**src/rtl/seq_pkg.sv**
```systemverilog
// Shared types and sizing constants for the program sequencer and its jump-target LUT.
package seq_pkg;

    localparam int PC_W      = 10;
    localparam int LUT_DEPTH = 16;
    localparam int LUT_IDX_W = $clog2(LUT_DEPTH);

    typedef enum logic [1:0] {
        IDLE   = 2'd0,
        RUN    = 2'd1,
        HALTED = 2'd2
    } seq_state_t;

endpackage

```
**src/rtl/jump_lut.sv**
```systemverilog
// Jump-target register file: one synchronous write port, one combinational read port,
// asynchronously cleared so every target reads zero after reset.
module jump_lut #(
    parameter int PC_W      = seq_pkg::PC_W,
    parameter int LUT_DEPTH = seq_pkg::LUT_DEPTH,
    parameter int IDX_W     = seq_pkg::LUT_IDX_W
) (
    input  logic             clk,
    input  logic             rst,
    input  logic             wr_en,
    input  logic [IDX_W-1:0] wr_idx,
    input  logic [PC_W-1:0]  wr_data,
    input  logic [IDX_W-1:0] rd_idx,
    output logic [PC_W-1:0]  rd_data
);

    logic [PC_W-1:0] mem [LUT_DEPTH];

    always_ff @(posedge clk or posedge rst) begin
        if (rst) begin
            for (int i = 0; i < LUT_DEPTH; i++) begin
                mem[i] <= '0;
            end
        end else if (wr_en) begin
            mem[wr_idx] <= wr_data;
        end
    end

    assign rd_data = mem[rd_idx];

endmodule

```
**src/rtl/program_sequencer.sv**
```systemverilog
// Program sequencer: owns the PC, the jump-target LUT and the Start/Done handshake.
// All outputs are registers or decodes of the state register (no input-to-output paths).
module program_sequencer #(
    parameter int PC_W      = seq_pkg::PC_W,
    parameter int LUT_DEPTH = seq_pkg::LUT_DEPTH,
    parameter int CNT_W     = 16
) (
    input  logic                          Clk,
    input  logic                          Reset,
    input  logic                          Start,
    input  logic [PC_W-1:0]               StartAddr,
    input  logic                          pc_jmp_en,
    input  logic [seq_pkg::LUT_IDX_W-1:0] LutPointer,
    input  logic                          halt_instr,
    input  logic                          stall,
    input  logic                          lut_wr_en,
    input  logic [seq_pkg::LUT_IDX_W-1:0] lut_wr_idx,
    input  logic [PC_W-1:0]               lut_wr_data,
    output logic [PC_W-1:0]               PC,
    output logic                          fetch_en,
    output logic                          Done,
    output logic [CNT_W-1:0]              cycle_count
);

    import seq_pkg::*;

    seq_state_t       state_q, state_d;
    logic [PC_W-1:0]  pc_q, pc_d;
    logic [PC_W-1:0]  lut_target;
    logic [CNT_W-1:0] cnt_q, cnt_d;
    logic             lut_wr_gated;

    function automatic logic [CNT_W-1:0] sat_inc(input logic [CNT_W-1:0] c);
        return (c == '1) ? c : c + CNT_W'(1);
    endfunction

    // Jump targets are frozen while a program runs, so a jump never races a write.
    assign lut_wr_gated = lut_wr_en && (state_q != RUN);

    jump_lut #(
        .PC_W      (PC_W),
        .LUT_DEPTH (LUT_DEPTH),
        .IDX_W     (LUT_IDX_W)
    ) u_jump_lut (
        .clk     (Clk),
        .rst     (Reset),
        .wr_en   (lut_wr_gated),
        .wr_idx  (lut_wr_idx),
        .wr_data (lut_wr_data),
        .rd_idx  (LutPointer),
        .rd_data (lut_target)
    );

    always_comb begin
        state_d = state_q;
        pc_d    = pc_q;
        cnt_d   = cnt_q;
        case (state_q)
            IDLE, HALTED: begin
                if (Start) begin
                    state_d = RUN;
                    pc_d    = StartAddr;
                    cnt_d   = '0;
                end
            end
            RUN: begin
                cnt_d = sat_inc(cnt_q);
                // Halt beats stall beats jump; a stalled jump is dropped, the decoder repeats it.
                if (halt_instr) begin
                    state_d = HALTED;
                end else if (stall) begin
                    pc_d = pc_q;
                end else if (pc_jmp_en) begin
                    pc_d = lut_target;
                end else begin
                    pc_d = pc_q + PC_W'(1);
                end
            end
            default: state_d = IDLE;
        endcase
    end

    always_ff @(posedge Clk or posedge Reset) begin
        if (Reset) begin
            state_q <= IDLE;
            pc_q    <= '0;
            cnt_q   <= '0;
        end else begin
            state_q <= state_d;
            pc_q    <= pc_d;
            cnt_q   <= cnt_d;
        end
    end

    assign PC          = pc_q;
    assign fetch_en    = (state_q == RUN);
    assign Done        = (state_q == HALTED);
    assign cycle_count = cnt_q;

endmodule
```
**config.mk**
```make
export PLATFORM = sky130hd
export DESIGN_NAME = program_sequencer
export DESIGN_NICKNAME = d
export VERILOG_FILES = /design/src/rtl/seq_pkg.sv /design/src/rtl/jump_lut.sv /design/src/rtl/program_sequencer.sv
export SDC_FILE = /design/constraint.sdc
export NUM_CORES = 1
export LEC_CHECK = 0
export CORE_MARGIN = 1.5
export CORE_UTILIZATION = 59
export CTS_CLUSTER_SIZE = 12
export DETAILED_ROUTE_END_ITERATION = 8
export PLACE_DENSITY = 0.79
export SLEW_MARGIN = 5
export SYNTH_ARGS = -nofsm -noshare
export SYNTH_HDL_FRONTEND = slang
export SYNTH_HIERARCHICAL = 1
export SYNTH_SLANG_ARGS = --single-unit
```
**constraint.sdc**
```tcl
create_clock -name Clk -period 7.66 [get_ports Clk]
set_clock_uncertainty 0.1 [all_clocks]
set_input_delay 1.532 -clock Clk [delete_from_list [all_inputs] [get_ports Clk]]
set_output_delay 1.532 -clock Clk [all_outputs]
set_load 0.02 [all_outputs]
```
### Yosys cells after proc, flatten, opt, wreduce, memory -nomap -nowiden

Index checks and enable logic that the tools add are counted.
Widths: inputs -> output; s select.

| operators by class | value |
|---|---|
| bitwise logic cells | 2 |
| magnitude comparators | 3 |
| multiplexer cells | 17 |
| add/sub/neg operators | 2 |
| equality and inequality tests | 9 |
| reductions and logical operators | 8 |

Operator list:

| kind | count |
|---|---|
| $bwmux 160 | 1 |
| $mux 10 | 7 |
| $bmux 10 s4 | 1 |
| $demux 10 s4 | 1 |
| $mux 16 | 2 |
| $pmux 16 s2 | 1 |
| $pmux 10 s2 | 1 |
| $add 16x1->16 const B | 1 |
| $eq 16x16->1 const B | 1 |
| $add 10x1->10 const B | 1 |
| $ge 5x5->1 const B | 2 |
| $ne 2x2->1 const B | 5 |
| $not 4->5 | 2 |
| $lt 5x1->1 const B | 1 |
| $mux 2 | 2 |
| $pmux 2 s2 | 1 |
| $reduce_and 4->1 | 1 |
| $reduce_and 3->1 | 1 |
| $eq 2x1->1 const B | 1 |
| $eq 2x2->1 const B | 1 |
| $logic_and 1x1->1 | 2 |
| $logic_not 2->1 | 1 |
| $ne 2x1->1 const B | 1 |
| $reduce_and 2->1 | 1 |
| other kinds (2) | 2 |

| storage, ports and cells | value |
|---|---|
| register bits | 188 |
| output and inout bits | 28 |
| word-level logic and storage cells | 60 |

### Depth between registers and ports, before layout

| depth | value |
|---|---|
| word-level depth | 8 |
| mapped depth | 9 |
| gate-level depth less buffers | 7 |

### By module

The synthesis kept the hierarchy.

By module, submodules not included:

| module | cells an instance | instances | area each (sq um) |
|---|---|---|---|
| jump_lut | 452 | 1 | 7407.1 |
| program_sequencer | 198 | 1 | 1756.7 |

### Worst setup path after synthesis

OpenSTA, ideal clock, no wires.

| timing path | value |
|---|---|
| path type | input-to-reg |
| start | input LutPointer[0] in the netlist's numbering |
| end | register pc_q[9], in the netlist PC[9] |
| stages on the path | 7 |
| data arrival time | 2999 ps |
| path slack | 4433 ps |
| setup time | 129 ps |
| buffers on the path | 1 |
| path through | buf_2 > mux4_2 > a22oi_1 > nand2_1 > and3_1 > a221oi_1 > o2bb2ai_1 |

| between the ends | value |
|---|---|
| word-level cells in the longest chain between the ends | 8 |

Ends and longest elaborated chain:

| what | RTL line | RTL |
|---|---|---|
| start: declaration | program_sequencer.sv:13 | `input logic [seq_pkg::LUT_IDX_W-1:0] LutPointer,` |
| $not 4->5 (implied by the code) | jump_lut.sv:29 | `assign rd_data = mem[rd_idx];` |
| $bmux 10 s4 | jump_lut.sv:29 |  |
| $mux 10 (implied by the code) (2 in series) | jump_lut.sv:29 |  |
| via lut_target[9] | program_sequencer.sv:29 | `logic [PC_W-1:0] lut_target;` |
| $mux 10 | program_sequencer.sv:73 | `end else if (pc_jmp_en) begin` |
| $mux 10 | program_sequencer.sv:71 | `end else if (stall) begin` |
| $mux 10 | program_sequencer.sv:69 | `if (halt_instr) begin` |
| $pmux 10 s2 | program_sequencer.sv:58 | `case (state_q)` |
| end signal: assignment | program_sequencer.sv:90 | `pc_q <= pc_d;` |
| end: declaration | program_sequencer.sv:28 | `logic [PC_W-1:0] pc_q, pc_d;` |

The timed path passes the listed nets, and every way through them passes these cells. The select of a mux whose other input is x is not followed.
A chain may end at the register's enable or synchronous reset.

### Final worst setup path

| timing path | value |
|---|---|
| start | register state_q[1] |
| end | output fetch_en |

| between the ends | value |
|---|---|
| word-level cells in the longest chain between the ends | 1 |

Ends and longest elaborated chain:

| what | RTL line | RTL |
|---|---|---|
| start: declaration | program_sequencer.sv:27 | `seq_state_t state_q, state_d;` |
| start signal: assignment | program_sequencer.sv:89 | `state_q <= state_d;` |
| $eq 2x1->1 | program_sequencer.sv:96 | `assign fetch_en = (state_q == RUN);` |
| end: declaration | program_sequencer.sv:20 | `output logic fetch_en,` |

No other way between the ends.

==> impl_metrics.json <==
{
  "root_buffer": "clkbuf_16",
  "final_hold_viol_count": 0,
  "final_util_pct": 68.5,
  "slew_headroom_pct": 23.1,
  "synth.most_common_cell": "dfrtp_1",
  "fin_setup_tns_ps": 0,
  "place_area_um2": 9870,
  "nets": 732,
  "via_count": 5773,
  "core_um2": 15200,
  "powerDensity_nw_per_um2": 290,
  "crit_path_top_delay_cell": "clkdlybuf4s50_1",
  "slew_violations": 0,
  "via_per_inst": 6.46,
  "postCtsSetupBuffers": 0,
  "grt.total_usage_pct": 26.5,
  "start_kind": "flip-flop",
  "rrSetupSlack_ps": 4430,
  "synth_common_cells": "dfrtp_1 (188), mux2_2 (116), mux4_2 (40)",
  "cts_made_buffers": 17,
  "hp-class": "reg2reg",
  "finalCritPeriodShare_pct": 55.1,
  "ys_warn_count": 6,
  "initial_core_util_pct": 60.3,
  "ctsHtreeMaxLevel": 4,
  "firstDrtPassIters": 5,
  "endpoint_kind": "output pin",
  "ys_types": 65,
  "drc_errors": 0,
  "seq_area_frac_synth_pct": 51.3,
  "die_height_um": 128,
  "dp_hpwl_um": 13100,
  "syn_avg_cell_area_um2": 14.1,
  "ys.flop_type": "dfrtp_1",
  "synth-edff-count": 0,
  "clkTransAtPathRegs_ps": 60,
  "final_cell_area_um2": 10400,
  "cts_tree": "built",
  "cts_resized": 0,
  "grt_max_degree": 103,
  "synthesis.area_um2": 9160,
  "vdd_drop_max_uv": 198,
  "yosysTopAreaCellShare_pct": 51.3,
  "placementRows": 45,
  "n_antenna_cell": 0,
  "io_pins": 63,
  "critical_path_arrival_ps": 2590,
  "clock-sinks": 188,
  "ys_seq_elements": 188,
  "wl_per_cell_um": 22.6,
  "port_buffers": 62,
  "wirelength_um": 20200,
  "ctsHoldBuffers": 0,
  "layout-drive-gt1-share_pct": 34.4,
  "grt_pass1_vias": 6011,
  "synthesis.nets": 687,
  "area_growth_pct": 13.7,
  "yosys.area.top_type": "dfrtp_1",
  "clk_latency_ps": 420,
  "gp_congestion": 0.814,
  "cts_buffer_depth": 2,
  "tightest_slew_ps": 1150,
  "async_flop_share_pct": 100,
  "rsz0062_at_grt": "no",
  "ant_nets": 0,
  "cpPeakStageDelay_ps": 700,
  "antenna_found_initial": 0,
  "worst_ep_required_time_ps": 6030,
  "worstPathMaxFanout": 20,
  "clock.fmax_mhz": 237,
  "fillers": 1018,
  "grt_first_pass_wirelength_um": 32700,
  "setup-violations-final": 0,
  "dieArea_um2": 16300,
  "drtIter0Drc": 354,
  "crit_type": "reg2out",
  "finalCriticalPeriod_ps": 4220,
  "overflow": 0,
  "crit_chain": "nand2b_1 > inv_1 > clkdlybuf4s50_1",
  "yosys-top-cells-area": "dfrtp_1 (51%), mux2_2 (14%), mux4_2 (9.8%)",
  "status": "finished, final reports clean",
  "cap_viol_max_count": 0,
  "synthCells": 650,
  "die_w_um": 128,
  "p_leak_uw": 0.00450
}
-- worst max-delay path: cells and delay by family, from the launching register on --
family	cells	cell delay [ps]
buffers and inverters	2	1240
flip-flops	1	410
AND/OR/NAND/NOR	1	510
-- final timing paths --
| check | start | end | cells after the start |
|---|---|---|---|
| min in group asynchronous | Reset | u_jump_lut/mem[139]$_DFFE_PP0P_ | 2 |
| hold / removal | u_jump_lut/mem[66]$_DFFE_PP0P_ | u_jump_lut/mem[66]$_DFFE_PP0P_ | 1 |
| hold reg to reg | u_jump_lut/mem[66]$_DFFE_PP0P_ | u_jump_lut/mem[66]$_DFFE_PP0P_ | 1 |
| max in group asynchronous | Reset | u_jump_lut/mem[2]$_DFFE_PP0P_ | 3 |
| setup reg to reg | state_q[1]$_DFFE_PP0P_ | u_jump_lut/mem[139]$_DFFE_PP0P_ | 5 |
| setup / recovery | state_q[1]$_DFFE_PP0P_ | fetch_en | 3 |
-- final cells by class --
| class | instances | area [um^2] | area share (%) |
|---|---|---|---|
| clock buffer | 24 | 482 | 4.63 |
| multi-input combinational | 414 | 4250 | 40.8 |
| tap | 188 | 235 | 2.26 |
| clock inverter | 6 | 63.8 | 0.613 |
| timing repair buffer | 67 | 648 | 6.22 |
| sequential | 188 | 4700 | 45.2 |
| inverter | 7 | 31.3 | 0.300 |
-- where the power goes --
part / total [uW] / switching (uW) / internal [uW]
Clock: 823 / 354 / 470
Sequential: 1460 / 182 / 1280
Combinational: 736 / 293 / 443
-- registers in the layout (all words and copies together), names as in the netlist --
name	flops
cycle_count	16
u_jump_lut/mem	160
PC	10
state_q	2
-- metrics by stage --
stage | hold WS, ps | worst slack, ps | std cells | total power, uW
detailed placement | 371 | 3560 | 864 | 2200
finish | 390 | 3440 | 894 | 3020
global placement | 362 | 3650 | 864 | 2150
CTS | 385 | 3460 | 894 | 3030
global route | 407 | 3340 | 894 | 3160
floorplan | 352 | 1710 | 650 | 1970
-- kinds of logic (layout without fill, tap and decap cells) --
family                     count (synthesis)  in the layout  synth area share [%]
buffers and inverters                     48            104                  2.47
DFF                                      188            188                  51.3
AOI/OAI and AO/OA                         80             80                  6.05
and+or+nand+nor                          120            120                  7.89
xor gates and xnor gates                   4              4                 0.382
muxes                                    208            208                  31.6
adders and majority gates                  2              2                 0.273
-- cells in the final DEF, fill, tap and decap left out, types with 4 or more instances in the layout --
| cell | instances |
|---|---|
| nor2b_1 | 6 |
| mux2_1 | 14 |
| and3_1 | 9 |
| nand2b_1 | 8 |
| xnor2_1 | 4 |
| clkdlybuf4s50_1 | 60 |
| nand4_1 | 5 |
| mux2_2 | 116 |
| nor2_1 | 9 |
| a211oi_1 | 5 |
| o31ai_1 | 6 |
| mux2i_1 | 8 |
| buf_4 | 5 |
| mux2_4 | 30 |
| inv_1 | 6 |
| a21oi_1 | 12 |
| clkbuf_16 | 17 |
| mux4_2 | 40 |
| a22oi_1 | 20 |
| nand2_1 | 33 |
| o21ai_0 | 16 |
| nor3_1 | 4 |
| nand3_1 | 10 |
| clkbuf_1 | 4 |
| dfrtp_1 | 188 |
-- layer usage --
metal	vias to the layer above	track usage [%]	wire length, um
li1	2548	-	-
met1	2998	36.7	8790
met2	201	43.5	10100
met3	26	3.85	940
met4	0	9.52	387
met5	-	0	0
No activity file was read; power rests on OpenSTA's default activity.
==> RTL change 1: new RTL, same settings <==
The 3 states of `seq_state_t` get a one-hot encoding in 3 bits.
--- a/src/rtl/seq_pkg.sv
+++ b/src/rtl/seq_pkg.sv
@@ -7,6 +7,6 @@
 
-    typedef enum logic [1:0] {
-        IDLE   = 2'd0,
-        RUN    = 2'd1,
-        HALTED = 2'd2
+    typedef enum logic [2:0] {
+        IDLE   = 3'b001,
+        RUN    = 3'b010,
+        HALTED = 3'b100
     } seq_state_t;
Formal check against the unedited RTL: no difference found for any inputs over 4 cycles, from zero or initial values and one cycle with Reset high; so few cycles prove little.
==> RTL change 1 against the original RTL <==
  * Register-to-register slack better by 0.02 ns
  * Total power increased by 11%
  * Worst setup slack gained 0.17 ns
  * Critical path type unchanged
  * Design area increased by 1.1%
  * Count of clock-buffer cells in the layout is 1 higher
  * Sequential cell count grew 1
  * Maximum frequency up 4.1%
  * Area after synthesis grew 0.64%
  * Critical endpoint unchanged
  * First-iteration DRC count up 22%
  * Largest power group unchanged
  * Wire length is 1.1% lower
==> RTL change 1: results (changes against the original RTL) <==
- Max reg flops: 160 (unchanged)
- Post-synth cell types: 61 (was 65)
- CP delay by family, top: buffers and inverters (unchanged)
- Worst vdd ir: 201 uV (was 198 uV)
- Crit Path Max Fanout: 21 (was 20)
- H-tree depth: 4 (unchanged)
- Ant. Diodes: 0 (unchanged)
- Clk_lat worst skew: 0.43 ns
- Clock Root Buffer: clkbuf_16 (unchanged)
- Commonest cells post-synth: dfrtp_1, mux2_2, mux4_2 (unchanged)
- Hold crit path type: flip-flop to flip-flop (unchanged)
- Cell Pwr Density: 318 mW/mm^2 (was 290 mW/mm^2)
- WL/cell: 21.5 um (was 22.6 um)
- PortBufs: 62 (unchanged)
- Synth Flop Type: dfrtp_1 (unchanged)
- Post-DP Area: 0.00992 mm^2 (was 0.00987 mm^2)
- First-pass GRT wire length: 32.9 mm (was 32.7 mm)
- Vias in the first global route: 6,088 (was 6,011)
- Largest net degree at the start of global routing: 92 (was 103)
- Via count: 5,773 (unchanged)
- Tightest Pin Transition: 1.34 ns (was 1.15 ns)
- DR pass1 iterations: 5 (unchanged)
- Outcome: complete, no violations (unchanged)
- Layout fillers: 1,035 (was 1,018)
- Postcts setup bufs: 0 (unchanged)
- Layout cell share with drive strength beyond 1: 0.340 (was 0.344)
- Leakage: 4.52 nW (was 4.50 nW)
- GRT Total Usage: 0.265 (about the same)
- Yosys warns: 6 (unchanged)
- Critical path arrival: 2.42 ns (was 2.59 ns)
- Sequential area share after synthesis: 0.513 (about the same)
- Most area-consuming cells after synthesis: dfrtp_1, mux2_2, mux4_2, mux2_4, mux2_1 (unchanged)
- Initial antenna violation count: 0 (unchanged)
- Clk slew on worst S/H paths: 0.06 ns (about the same)
- Biggest register: u_jump_lut/mem (unchanged)
- RePlAce Congestion: 0.831 (was 0.814)
- Critical path's slowest cell: clkdlybuf4s50_1 (unchanged)
- Post-DP HPWL: 12.8 mm (was 13.1 mm)
- CTS Buf Count: 17 (unchanged)
- CTS resizes: 0 (unchanged)
- Worst-case clock buffer depth: 2 (unchanged)
- 1st-iter DRT viols: 431 (was 354)
- Syn nets: 704 (was 687)
- Slowest stage delay, CP: 0.67 ns (was 0.70 ns)
- Async SR Flop Fraction: 1.00 (unchanged)
- Nets: 745 (was 732)
[RTL change 1: area by class of cell]
type | instances | area [um^2] | area share
multi-input combinational | 427 | 4260 | 0.405
sequential | 189 | 4730 | 0.449
inverter | 8 | 35.0 | 0.00333
clock buffer | 25 | 495 | 0.0471
tap | 211 | 264 | 0.0251
timing repair buffer | 65 | 633 | 0.0601
clock inverter | 6 | 108 | 0.0102
[RTL change 1: cells by family (layout without fill, tap and decap cells)]
logic type | after synthesis | in the layout | share of synthesized area
buffers and inverters | 51 | 104 | 0.0278
AOI/OAI and AO/OA | 69 | 69 | 0.0473
xor gates and xnor gates | 12 | 12 | 0.0114
adders and majority gates | 2 | 2 | 0.00271
DFF | 189 | 189 | 0.513
muxes | 206 | 206 | 0.312
and+or+nand+nor | 138 | 138 | 0.0859
[RTL change 1: final timing paths]
check / startpoint / endpoint / slack, ns / cells after the start
worst max register to register: state_q[0]$_DFFE_PP1P_ / u_jump_lut/mem[115]$_DFFE_PP0P_ / 4.45 / 5
min in group asynchronous: Reset / u_jump_lut/mem[133]$_DFFE_PP0P_ / 1.57 / 2
worst min-delay path: u_jump_lut/mem[39]$_DFFE_PP0P_ / u_jump_lut/mem[39]$_DFFE_PP0P_ / 0.39 / 1
max in group asynchronous: Reset / u_jump_lut/mem[114]$_DFFE_PP0P_ / 4.47 / 3
worst max-delay path: state_q[2]$_DFFE_PP0P_ / fetch_en / 3.61 / 3
worst min register to register: u_jump_lut/mem[39]$_DFFE_PP0P_ / u_jump_lut/mem[39]$_DFFE_PP0P_ / 0.39 / 1
[RTL change 1: power by group]
group | leakage (nW) | switching, mW | internal (mW)
clock network | 0.293 | 0.361 | 0.546
registers | 2.34 | 0.218 | 1.33
logic | 1.89 | 0.371 | 0.524
[RTL change 1: worst reg2reg max path: stages, from the launching register on]
cell,delay [ns]
dfstp_2,0.60
or3b_4,0.38
and2_1,0.32
nand2b_1,0.15
nor4b_2,1.10
mux2_2,0.44
[RTL change 1: metal layers]
| metal | track usage | vias up | routed length, um |
|---|---|---|---|
| met2 | 0.427 | 188 | 9850 |
| met4 | 0.0965 | 0 | 373 |
| met1 | 0.360 | 3017 | 8690 |
| li1 | - | 2542 | - |
| met5 | 0 | - | 0 |
| met3 | 0.0576 | 26 | 1070 |
[RTL change 1: through the flow]
| stage | total power, mW | util | worst slack [ns] | instances |
|---|---|---|---|---|
| after floorplan | 2.17 | - | 1.71 | 667 |
| after global placement | 2.38 | 0.650 | 3.51 | 900 |
| after detailed placement | 2.44 | 0.650 | 3.55 | 900 |
| after CTS | 3.36 | 0.690 | 3.63 | 931 |
| after global routing | 3.51 | 0.690 | 3.55 | 931 |
| final | 3.34 | 0.690 | 3.61 | 931 |
==> RTL change 2: new RTL, same settings <==
Without the edit above. The package constant `LUT_DEPTH` goes from 16 to 8.
--- a/src/rtl/seq_pkg.sv
+++ b/src/rtl/seq_pkg.sv
@@ -4,3 +4,3 @@
     localparam int PC_W      = 10;
-    localparam int LUT_DEPTH = 16;
+    localparam int LUT_DEPTH = 8;
     localparam int LUT_IDX_W = $clog2(LUT_DEPTH);
Interface: changed (resized LutPointer and lut_wr_idx); port bits go from 63 to 61. No check against the original RTL was run, so the function may have changed too.
==> RTL change 2 against the original RTL <==
  * The flow now finishes with violations (design-rule violations)
  * Die area shrank 40%
  * Design area shrank 40%
  * Largest cell class unchanged
  * Worst setup slack gained 0.11 ns
  * Total power shrank 43%
  * Wire length shrank 44%
  * Area after synthesis shrank 41%
  * Sequential cell count shrank 80
==> RTL change 2: results (changes against the original RTL) <==
- 1st-iter DRT viols: 161 (was 354)
- First-pass GRT wire length: 18.8 mm (was 32.7 mm)
- H-tree depth: 3 (was 4)
- Sw Share: 0.309 (was 0.275)
- Power Sequential: 863 uW (was 1.46 mW)
- Post-DP HPWL: 7.81 mm (was 13.1 mm)
- Pre-CTS setup slack: 3.76 ns (was 3.56 ns)
- Comb pwr: 504 uW (was 736 uW)
- Max reg flops: 80 (was 160)
- Mux contribution to synthesized area: 0.288 (was 0.316)
- Placed Cells: 562 (was 864)
- Worst vdd ir: 144 uV (was 198 uV)
- Clock Root Buffer: clkbuf_8 (was clkbuf_16)
- Post-synth cell types: 59 (was 65)
- RePlAce Congestion: 0.804 (was 0.814)
- Met1 Use GR: 0.358 (was 0.367)
- Failing checks: design-rule violations
- Outcome: complete, but fails checks (was complete, no violations)
- DR pass1 iterations: 7 (was 5)
- Compound-gate portion of the synthesized area: 0.0749 (was 0.0605)
- Nets: 500 (was 732)
- Most area-consuming cells after synthesis: dfrtp_1, mux2_2, mux4_2, mux2_1, mux2i_1 (was dfrtp_1, mux2_2, mux4_2, mux2_4, mux2_1)
- Largest net degree at the start of global routing: 81 (was 103)
- GR Layer Usage met3: 0.0383 (was 0.0385)
- PortBufs: 60 (was 62)
- Leakage: 2.58 nW (was 4.50 nW)
- Tightest Pin Transition: 1.08 ns (was 1.15 ns)
- Crit Path Max Fanout: 20 (unchanged)
- Global-route met2 utilization: 0.400 (was 0.435)
- Number of remaining DRC errors: 9 (was 0)
- GRT Total Usage: 0.253 (was 0.265)
- Vias in the first global route: 3,661 (was 6,011)
- Xor/xnor cell area share of the yosys netlist: 0.00649 (was 0.00382)
- Clk_lat worst skew: 0.37 ns (was 0.42 ns)
[RTL change 2: changes by cell type after synthesis, sizes merged, moves of 5 or more]
cell | unedited run | this run
clkbuf | 18 | 7
dfrtp | 188 | 108
nor2 | 13 | 8
nand2 | 34 | 21
a22oi | 20 | 0
mux2 | 160 | 90
mux4 | 40 | 20
buf | 23 | 13
[RTL change 2: worst paths after layout]
check | from | slack, ns | endpoint | cells after the start
max | state_q[1]$_DFFE_PP0P_ | 3.55 | fetch_en | 3
min | u_jump_lut/mem[32]$_DFFE_PP0P_ | 0.39 | u_jump_lut/mem[32]$_DFFE_PP0P_ | 1
max reg2reg | state_q[1]$_DFFE_PP0P_ | 4.82 | u_jump_lut/mem[10]$_DFFE_PP0P_ | 4
min reg2reg | u_jump_lut/mem[32]$_DFFE_PP0P_ | 0.39 | u_jump_lut/mem[32]$_DFFE_PP0P_ | 1
max in group asynchronous | Reset | 5.12 | u_jump_lut/mem[59]$_DFFE_PP0P_ | 3
min in group asynchronous | Reset | 1.68 | cycle_count[6]$_DFFE_PP0P_ | 2
[RTL change 2: final cells by class]
type	instances	area, um^2
fill	627	2530
sequential	108	2700
clock buffer	9	124
timing repair buffer	65	638
multi-input combinational	274	2560
tap	108	135
clock inverter	7	81.3
inverter	7	26.3
[RTL change 2: worst max-delay path, stage by stage (launching register included)]
cell	delay [ns]
dfrtp_1	0.42
nand2b_1	0.47
inv_1	0.53
clkdlybuf4s50_1	0.70
[RTL change 2: metal layers]
| metal | up-vias | part of all wire |
|---|---|---|
| li1 | 1675 | - |
| met1 | 1817 | 0.45 |
| met2 | 84 | 0.48 |
| met3 | 15 | 0.044 |
| met4 | 0 | 0.019 |
| met5 | - | 0 |
